<file path="config.mk">
export PLATFORM = sky130hd
export DESIGN_NAME = rotate_buf_ctrl
export DESIGN_NICKNAME = d
export VERILOG_FILES = /design/src/rtl/rotate_buf_pkg.sv /design/src/rtl/rotate_buf_ofifo.sv /design/src/rtl/rotate_buf_ctrl.sv
export SDC_FILE = /design/constraint.sdc
export NUM_CORES = 1
export LEC_CHECK = 0
export ABC_AREA = 1
export ABC_CLOCK_PERIOD_IN_PS = 36400
export BUFFER_PORTS_ARGS = -buffer_cell sky130_fd_sc_hd__buf_2
export CAP_MARGIN = 20
export CORE_AREA = 2 2 224 226
export DETAILED_ROUTE_END_ITERATION = 12
export DIE_AREA = 0 0 226 228
export GPL_TIMING_DRIVEN = 0
export PLACE_DENSITY_LB_ADDON = 0.2
export RECOVER_POWER = 100
export SLEW_MARGIN = 10
export SYNTH_ARGS = -nofsm -noshare
export SYNTH_HDL_FRONTEND = slang
export SYNTH_HIERARCHICAL = 1
export SYNTH_SLANG_ARGS = --single-unit
</file>
<file path="constraint.sdc">
create_clock -name clk -period 36.4 [get_ports clk]
set_input_delay 5.46 -clock clk [delete_from_list [all_inputs] [get_ports clk]]
set_output_delay 5.46 -clock clk [all_outputs]
set_load 0.03 [all_outputs]
</file>
<file path="src/rtl/rotate_buf_pkg.sv">
// Shared types and sizing constants for the rotate frame-buffer controller and its output FIFO.
package rotate_buf_pkg;

    typedef enum logic [1:0] {
        FREE,
        FILLING,
        FULL,
        DRAINING
    } bank_st_t;

    typedef enum logic {
        W_WAIT,
        W_FILL
    } wr_st_t;

    typedef enum logic {
        R_IDLE,
        R_RUN
    } rd_st_t;

    localparam int PIX_PER_TILE   = 2048;
    localparam int WORDS_PER_BANK = 128;

endpackage

</file>
<file path="src/rtl/rotate_buf_ofifo.sv">
// 2-entry output FIFO plus RAM read in-flight tracking; push 1 cycle after issue, head is the output.
// Issue credit counts a same-cycle pop so a 1 word/cycle stream never bubbles; holds head while m_ready is low.
module rotate_buf_ofifo #(
    parameter int DW = 256
) (
    input  logic          clk,
    input  logic          rst,
    input  logic          issue,
    input  logic          issue_last,
    output logic          can_issue,
    input  logic [DW-1:0] rd_data,
    output logic          m_valid,
    input  logic          m_ready,
    output logic [DW-1:0] m_data,
    output logic          m_last
);

    logic          infl_q, infl_d;
    logic          infl_last_q, infl_last_d;
    logic [DW-1:0] mem_q [2];
    logic [DW-1:0] mem_d [2];
    logic [1:0]    last_q, last_d;
    logic          wr_ptr_q, wr_ptr_d;
    logic          rd_ptr_q, rd_ptr_d;
    logic [1:0]    cnt_q, cnt_d;
    logic          pop;
    logic [2:0]    pend;

    assign m_valid = (cnt_q != 2'd0);
    assign m_data  = mem_q[rd_ptr_q];
    assign m_last  = last_q[rd_ptr_q];
    assign pop     = m_valid && m_ready;

    always_comb begin
        infl_d      = issue;
        infl_last_d = issue_last;
        mem_d       = mem_q;
        last_d      = last_q;
        wr_ptr_d    = wr_ptr_q;
        rd_ptr_d    = rd_ptr_q;
        // Pending words after this cycle's pop; a pop implies cnt_q >= 1.
        pend        = 3'(cnt_q) + 3'(infl_q) - 3'(pop);
        can_issue   = (pend < 3'd2);
        if (infl_q) begin
            mem_d[wr_ptr_q]  = rd_data;
            last_d[wr_ptr_q] = infl_last_q;
            wr_ptr_d         = ~wr_ptr_q;
        end
        if (pop) begin
            rd_ptr_d = ~rd_ptr_q;
        end
        cnt_d = 2'(pend);
    end

    always_ff @(posedge clk or posedge rst) begin
        if (rst) begin
            infl_q      <= 1'b0;
            infl_last_q <= 1'b0;
            mem_q[0]    <= '0;
            mem_q[1]    <= '0;
            last_q      <= '0;
            wr_ptr_q    <= 1'b0;
            rd_ptr_q    <= 1'b0;
            cnt_q       <= '0;
        end else begin
            infl_q      <= infl_d;
            infl_last_q <= infl_last_d;
            mem_q       <= mem_d;
            last_q      <= last_d;
            wr_ptr_q    <= wr_ptr_d;
            rd_ptr_q    <= rd_ptr_d;
            cnt_q       <= cnt_d;
        end
    end

endmodule

</file>
<file path="src/rtl/rotate_buf_ctrl.sv">
// Ping-pong rotate buffer sequencer: raster pixels in, 90-degree rotated 256-bit rows out (ROTATE_BUF_CTRL_CCW_EN selects CCW).
// Last pixel to first m_valid is 4 cycles; s_ready drops only while the next write bank is still draining.
module rotate_buf_ctrl
    import rotate_buf_pkg::*;
#(
    parameter int PIX_W     = 16,
    parameter int TILE_ROWS = 16,
    parameter int TILE_COLS = 128,
    parameter int WR_AW     = 12,
    parameter int RD_AW     = 8,
    parameter int RD_DW     = 256
) (
    input  logic             clk,
    input  logic             rst,
    input  logic             s_valid,
    output logic             s_ready,
    input  logic [PIX_W-1:0] s_data,
    input  logic             s_first,
    output logic             ram_wr_en,
    output logic [WR_AW-1:0] ram_wr_addr,
    output logic [PIX_W-1:0] ram_wr_data,
    output logic [RD_AW-1:0] ram_rd_addr,
    input  logic [RD_DW-1:0] ram_rd_data,
    output logic             m_valid,
    input  logic             m_ready,
    output logic [RD_DW-1:0] m_data,
    output logic             m_last,
    output logic             tile_err
);

    localparam int CW    = $clog2(TILE_COLS);
    localparam int RW    = $clog2(TILE_ROWS);
    localparam int CNT_W = CW + RW;
    localparam int WD    = $clog2(WORDS_PER_BANK);

    wr_st_t           wr_st_q, wr_st_d;
    logic             wr_bank_q, wr_bank_d;
    logic [CNT_W-1:0] pix_cnt_q, pix_cnt_d;
    bank_st_t         bank_q [2];
    bank_st_t         bank_d [2];
    logic             tile_err_q, tile_err_d;
    logic             wr_en_q, wr_en_d;
    logic [WR_AW-1:0] wr_addr_q, wr_addr_d;
    logic [PIX_W-1:0] wr_data_q, wr_data_d;
    rd_st_t           rd_st_q, rd_st_d;
    logic             rd_bank_q, rd_bank_d;
    logic [WD-1:0]    rd_word_q, rd_word_d;
    logic             rd_all_q, rd_all_d;

    logic             hs;
    logic [CNT_W-1:0] pos;
    logic [RW-1:0]    r;
    logic [CW-1:0]    c;
    logic             issue, issue_last, can_issue;

    assign s_ready     = (wr_st_q == W_FILL);
    assign ram_wr_en   = wr_en_q;
    assign ram_wr_addr = wr_addr_q;
    assign ram_wr_data = wr_data_q;
    assign ram_rd_addr = {rd_bank_q, rd_word_q};
    assign tile_err    = tile_err_q;

    always_comb begin
        wr_st_d    = wr_st_q;
        wr_bank_d  = wr_bank_q;
        pix_cnt_d  = pix_cnt_q;
        bank_d     = bank_q;
        tile_err_d = tile_err_q;
        wr_addr_d  = wr_addr_q;
        wr_data_d  = wr_data_q;
        rd_st_d    = rd_st_q;
        rd_bank_d  = rd_bank_q;
        rd_word_d  = rd_word_q;
        rd_all_d   = rd_all_q;
        issue      = 1'b0;
        issue_last = 1'b0;

        hs      = s_valid && s_ready;
        // s_first forces this pixel to (0,0); the aborted partial tile is simply overwritten.
        pos     = s_first ? '0 : pix_cnt_q;
        r       = pos[CNT_W-1 -: RW];
        c       = pos[CW-1:0];
        wr_en_d = hs;
        if (hs) begin
`ifdef ROTATE_BUF_CTRL_CCW_EN
            wr_addr_d = {wr_bank_q, ~c, r};
`else
            wr_addr_d = {wr_bank_q, c, ~r};
`endif
            wr_data_d = s_data;
            if (s_first && (pix_cnt_q != '0)) begin
                tile_err_d = 1'b1;
            end
        end

        case (wr_st_q)
            W_WAIT: begin
                if (bank_q[wr_bank_q] == FREE) begin
                    bank_d[wr_bank_q] = FILLING;
                    pix_cnt_d         = '0;
                    wr_st_d           = W_FILL;
                end
            end
            default: begin
                if (hs) begin
                    pix_cnt_d = pos + CNT_W'(1);
                    if (pos == CNT_W'(PIX_PER_TILE - 1)) begin
                        bank_d[wr_bank_q] = FULL;
                        wr_bank_d         = ~wr_bank_q;
                        if (bank_q[~wr_bank_q] == FREE) begin
                            bank_d[~wr_bank_q] = FILLING;
                        end else begin
                            wr_st_d = W_WAIT;
                        end
                    end
                end
            end
        endcase

        // Read side only touches FULL/DRAINING banks, never the bank the writer is moving.
        case (rd_st_q)
            R_IDLE: begin
                if (bank_q[rd_bank_q] == FULL) begin
                    bank_d[rd_bank_q] = DRAINING;
                    rd_word_d         = '0;
                    rd_all_d          = 1'b0;
                    rd_st_d           = R_RUN;
                end
            end
            default: begin
                if (!rd_all_q && can_issue) begin
                    issue      = 1'b1;
                    issue_last = (rd_word_q == WD'(WORDS_PER_BANK - 1));
                    rd_word_d  = rd_word_q + WD'(1);
                    rd_all_d   = issue_last;
                end
                if (m_valid && m_ready && m_last) begin
                    bank_d[rd_bank_q] = FREE;
                    rd_bank_d         = ~rd_bank_q;
                    rd_st_d           = R_IDLE;
                end
            end
        endcase
    end

    always_ff @(posedge clk or posedge rst) begin
        if (rst) begin
            wr_st_q    <= W_WAIT;
            wr_bank_q  <= 1'b0;
            pix_cnt_q  <= '0;
            bank_q[0]  <= FREE;
            bank_q[1]  <= FREE;
            tile_err_q <= 1'b0;
            wr_en_q    <= 1'b0;
            wr_addr_q  <= '0;
            wr_data_q  <= '0;
            rd_st_q    <= R_IDLE;
            rd_bank_q  <= 1'b0;
            rd_word_q  <= '0;
            rd_all_q   <= 1'b0;
        end else begin
            wr_st_q    <= wr_st_d;
            wr_bank_q  <= wr_bank_d;
            pix_cnt_q  <= pix_cnt_d;
            bank_q     <= bank_d;
            tile_err_q <= tile_err_d;
            wr_en_q    <= wr_en_d;
            wr_addr_q  <= wr_addr_d;
            wr_data_q  <= wr_data_d;
            rd_st_q    <= rd_st_d;
            rd_bank_q  <= rd_bank_d;
            rd_word_q  <= rd_word_d;
            rd_all_q   <= rd_all_d;
        end
    end

    rotate_buf_ofifo #(
        .DW (RD_DW)
    ) u_ofifo (
        .clk        (clk),
        .rst        (rst),
        .issue      (issue),
        .issue_last (issue_last),
        .can_issue  (can_issue),
        .rd_data    (ram_rd_data),
        .m_valid    (m_valid),
        .m_ready    (m_ready),
        .m_data     (m_data),
        .m_last     (m_last)
    );

endmodule
</file>
=== Yosys cells after proc, flatten, opt, wreduce, memory -nomap -nowiden ===
Cells that the tools add are included.

* Add/sub/neg operators: 4
* Order comparisons: 13
* Equality and inequality tests: 5
* Multiplexer cells: 56
* Bitwise logic cells: 22
* Reductions and logical operators: 22

{| class="wikitable"
|+ Operators with widths
! operator !! number
|-
| two-way mux 256 bit || 4
|-
| bitwise mux 512 bit || 1
|-
| demux 256 bit (select 1 bit) || 1
|-
| two-way mux 11 bit || 4
|-
| two-way mux 4 bit || 8
|-
| two-way mux 2 bit || 12
|-
| two-way mux 7 bit || 3
|-
| two-way mux 1 bit || 18
|-
| adder 11 x 1 -> 11 bit, second input constant || 1
|-
| equality test 11 bit, second input constant || 1
|-
| nonzero test 11 bit || 1
|-
| greater-or-equal comparator 2 bit, second input constant || 5
|-
| logical AND 1 bit || 10
|-
| inverter 1 -> 2 bit || 5
|-
| less-than comparator 2 x 1 -> 1 bit, second input constant || 4
|-
| inverter 4 bit || 2
|-
| AND reduction 2 bit || 4
|-
| adder 7 x 1 -> 7 bit, second input constant || 1
|-
| equality test 7 bit, second input constant || 1
|-
| bitwise AND 2 bit || 3
|-
| demux 2 bit (select 1 bit) || 3
|-
| inverter 2 bit || 3
|-
| bitwise OR 2 bit || 3
|-
| nonzero test 2 bit || 3
|-
| other kinds (15) || 21
|}

* Register bits: 577
* Input bits: 277
* Output and inout port bits: 297

=== Depth between registers and ports, before layout ===
* Depth in word-level cells: 15
* Gate-level depth with buffers: 13
* Gate-level depth less buffers: 13

=== Hierarchy ===
The synthesis kept the hierarchy.

{| class="wikitable"
|+ Modules (own cells, without submodules)
! module !! times used !! cells an instance !! area an instance (µm²)
|-
| rotate_buf_ofifo || 1 || 2766 || 22875.7
|-
| rotate_buf_ctrl || 1 || 316 || 2718.9
|}

=== Worst setup path after synthesis ===
OpenSTA, ideal clock, no wires.

* Path kind: input to register
* From: input port m_ready
* To: register rd_word_q[6]
* Setup time: 0.120 ns
* Arrival: 7.272 ns
* Required time: 36.280 ns
* Setup slack: 29.008 ns
* Stages on the path: 13
* Path through: o21ai_0 > inv_1 > ha_1 > inv_1 > ha_1 > fa_1 > xnor2_1 > nor2_1 > nand3_1 > nor2_1 > nand4_1 > inv_1 > nor3_1

* Longest elaborated chain between the ends: 6

{| class="wikitable"
|+ Ends and longest elaborated chain
! element !! line !! RTL
|-
| start: declaration || rotate_buf_ctrl.sv:25 || <nowiki>input logic m_ready,</nowiki>
|-
| logical AND 1 bit || rotate_buf_ofifo.sv:32 || <nowiki>assign pop = m_valid && m_ready;</nowiki>
|-
| named net u_ofifo.pop || rotate_buf_ofifo.sv:26 || <nowiki>logic pop;</nowiki>
|-
| subtractor 3 x 1 -> 3 bit || rotate_buf_ofifo.sv:42 || <nowiki>pend = 3'(cnt_q) + 3'(infl_q) - 3'(pop);</nowiki>
|-
| less-than comparator 3 x 2 -> 1 bit || rotate_buf_ofifo.sv:43 || <nowiki>can_issue = (pend < 3'd2);</nowiki>
|-
| named net can_issue || rotate_buf_ctrl.sv:54 || <nowiki>logic issue, issue_last, can_issue;</nowiki>
|-
| logical AND 1 bit || rotate_buf_ctrl.sv:131 || <nowiki>if (!rd_all_q && can_issue) begin</nowiki>
|-
| inequality test 2 x 1 -> 1 bit (no source line) || -- ||
|-
| AND reduction 2 bit (no source line) || -- ||
|-
| end signal: assignment || rotate_buf_ctrl.sv:172 || <nowiki>rd_word_q <= rd_word_d;</nowiki>
|-
| end: declaration || rotate_buf_ctrl.sv:47 || <nowiki>logic [WD-1:0] rd_word_q, rd_word_d;</nowiki>
|}

The timed path passes the listed nets, and every way through them passes these cells.
A chain may end at the register's enable or synchronous reset.

==> results.toml <==
[setup_path]
critPathArrivalTime_ns = 14.51
crit_type = "input port to async pin"
path_cells = "clkbuf_1 > clkinvlp_2 > clkbuf_1 > clkbuf_1"
cp_slowest_cell = "clkbuf_1"
crit_cells = 4
r2r_end = "rd_word_q[6]$_DFFE_PP0P_"
crit_start = "rst"
endpoint = "u_ofifo/mem_q[351]$_DFFE_PP0P_"
reg2regPathDepth = 13
crit_path_frequent_cell = "clkbuf_1"
startpoint_type = "input port"
reg2reg_from = "u_ofifo/cnt_q[1]$_DFF_PP0_"
worstPathMaxFanout = 113
critPathTopFamily = "buffers and inverters"
rrSetupSlack_ns = 33.65
crit_buf_inv = 4
cp.required_ns = 35.70
max_stage_delay_ns = 4.24
end_kind = "async pin"

[sta]
slew_headroom = -2.88
tns_ns = 0
fin_crit_ns = 15.20
setup_violations = 0
report.final.slew_viol_count = 571
min_period_over_period = 0.418
fmax_mhz = 65.8
tightestPinTransition_ns = 5.82
rsz0062_at_grt = "false"
finalHoldViolCount = 0
fin_skew_ns = 0.0233

[routing]
wl_per_cell_um = 17.2
drc_errors = 0
totalWireLength_um = 76500
viasPerCell = 5.07
first_iter_violations = 1953
dr.pass1.iters = 6
ant_nets = 0
vias = 22600

[synthesis]
synthesis.instances = 3082
synth_nets = 3364
synth_seq_area_share = 0.564
yosysUniqueCellTypes = 41
avgSynthCellArea_um2 = 8.30
yosys_most_used_dff = "dfrtp_1"
synth_edf_count = 0
synth_seq_cells = 577
synthesis.area_um2 = 25600
yosysWarnings = 6
async_reset_ff_frac = 1.00

[clock_tree]
cts_root_buf = "clkbuf_16"
clockBufferDepth = 3
cts_num_sinks = 577
htree_levels = 2
clk_pin_slew_ns = 0.06
cts_setup_buffers = 0
ctsHoldBuffers = 0
clock_latency_ns = 0.61
cts_resized = 0
numCtsBuffers = 57
cts_tree = "yes"

[die]
die_y_um = 228
initial_utilization = 0.519
die_width_um = 226
core.rowCount = 82
fp.dieArea_um2 = 51500
ios = 574
core_um2 = 49300

[cells_and_area]
mostFrequentLayoutCell = "nand2_1"
drive_above_1_share = 0.127
seq_area_um2 = 14400
multi_input_area_um2 = 8570
fin_nets = 4002
final_cells = 4458
utilization = 0.621
areaGrowthSynthToFinish_pct = 19.7
fillCellCount = 4678
layout_common_cells = "1,392 x nand2_1, 577 x dfrtp_1, 533 x o21ai_0"

[grt]
grt_max_degree = 114
grt_overflow = 0
grt.total_usage = 0.295
grt_pass1_vias = 21700
antenna_found_initial = 27
grt_pass1_wl_um = 119000

[place]
hpwl_um = 55100
io_buffers = 573
routabilityCongestion = 0.858
dp.cells = 4333

[power]
ir_drop_v = 0.0000499
p_leak_nw = 17.2
power.density_nw_per_um2 = 67.0

[worst_hold_path]
hold_class = "flop to flop"

[status]
violations = "capacitance limit, slew limit"
status = "complete, but fails checks"

[run]
maxCapViolations = 7
## cell type report
type | count | area share
Clock inverter | 8 | 0.00233
Tap cell | 672 | 0.0274
Sequential cell | 577 | 0.471
Clock buffer | 93 | 0.0572
Timing Repair Buffer | 579 | 0.0814
Buffer | 179 | 0.0431
Multi-Input combinational cell | 2033 | 0.280
Inverter | 293 | 0.0359
Antenna cell | 24 | 0.00196
## through the flow
step / worst slack, ns / power, mW / hold slack [ns] / area [µm²]
finish: 21.20 / 2.05 / 0.477 / 30600
detailed placement: 28.67 / 1.53 / 0.449 / 29500
CTS: 28.35 / 2.11 / 0.474 / 31300
global placement: 10.84 / 1.53 / 0.453 / 29300
global route: 19.03 / 2.15 / 0.497 / 30600
floorplan: 16.41 / 1.23 / 0.453 / 25600
## power by group
part | leakage, nW | internal [mW] | switching, mW
combinational | 11.0 | 0.165 | 0.665
sequential | 5.28 | 0.646 | 0.00304
clock | 0.896 | 0.333 | 0.243
total | 17.2 | 1.14 | 0.911
## synth_stat cells, types with 6 or more instances
cell,instances,share of area
a21oi_1,10,0.0020
buf_2,67,0.013
buf_4,16,0.0047
buf_6,74,0.033
clkbuf_1,22,0.0032
dfrtp_1,577,0.56
inv_1,287,0.042
inv_2,6,0.00088
nand2_1,1391,0.20
nand3_1,19,0.0037
nand4_1,6,0.0015
nor2_1,20,0.0029
o21ai_0,334,0.065
o21ai_1,188,0.037
o21ai_2,15,0.0051
## flip-flops by register name, indices dropped and copies added (netlist names)
register and cells:
ram_wr_en 1, bank_q 4, u_ofifo/rd_ptr_q 1, rd_word_q 7, ram_wr_data 16, pix_cnt_q 11, rd_st_q 1, wr_bank_q 1
u_ofifo/wr_ptr_q 1, u_ofifo/infl_q 1, ram_wr_addr 12, rd_all_q 1, u_ofifo/last_q 2, u_ofifo/cnt_q 2, s_ready 1, tile_err 1
u_ofifo/infl_last_q 1, u_ofifo/mem_q 512, rd_bank_q 1
## layer usage
metal,GRT usage,wire (µm),vias up
met2,0.473,36700,823
met1,0.389,31200,10800
met4,0.110,2350,10
met3,0.0717,6080,131
li1,-,-,10800
met5,0,62,-
## how the worst min path moves through the flow
stage / startpoint / to / slack [ns] / cells after the start
3_3_place_gp: tile_err$_DFFE_PP0P_ / tile_err$_DFFE_PP0P_ / 0.45 / 1
6_report: tile_err$_DFFE_PP0P_ / tile_err$_DFFE_PP0P_ / 0.48 / 1
4_1_cts: tile_err$_DFFE_PP0P_ / tile_err$_DFFE_PP0P_ / 0.47 / 1
5_1_grt: u_ofifo/mem_q[487]$_DFFE_PP0P_ / u_ofifo/mem_q[487]$_DFFE_PP0P_ / 0.50 / 2
3_5_place_dp: tile_err$_DFFE_PP0P_ / tile_err$_DFFE_PP0P_ / 0.45 / 1
2_1_floorplan: u_ofifo/mem_q[223]$_DFFE_PP0P_ / u_ofifo/mem_q[223]$_DFFE_PP0P_ / 0.45 / 2
## cell families after synthesis
group                      Yosys count  synth area share
and+or+nand+nor                   1460             0.221
DFF                                577             0.564
AOI/OAI and AO/OA                  562             0.114
buffers and inverters              472            0.0965
xor gates and xnor gates             6           0.00205
adders and majority gates            5           0.00274
(Power assumes the default switching activity.)
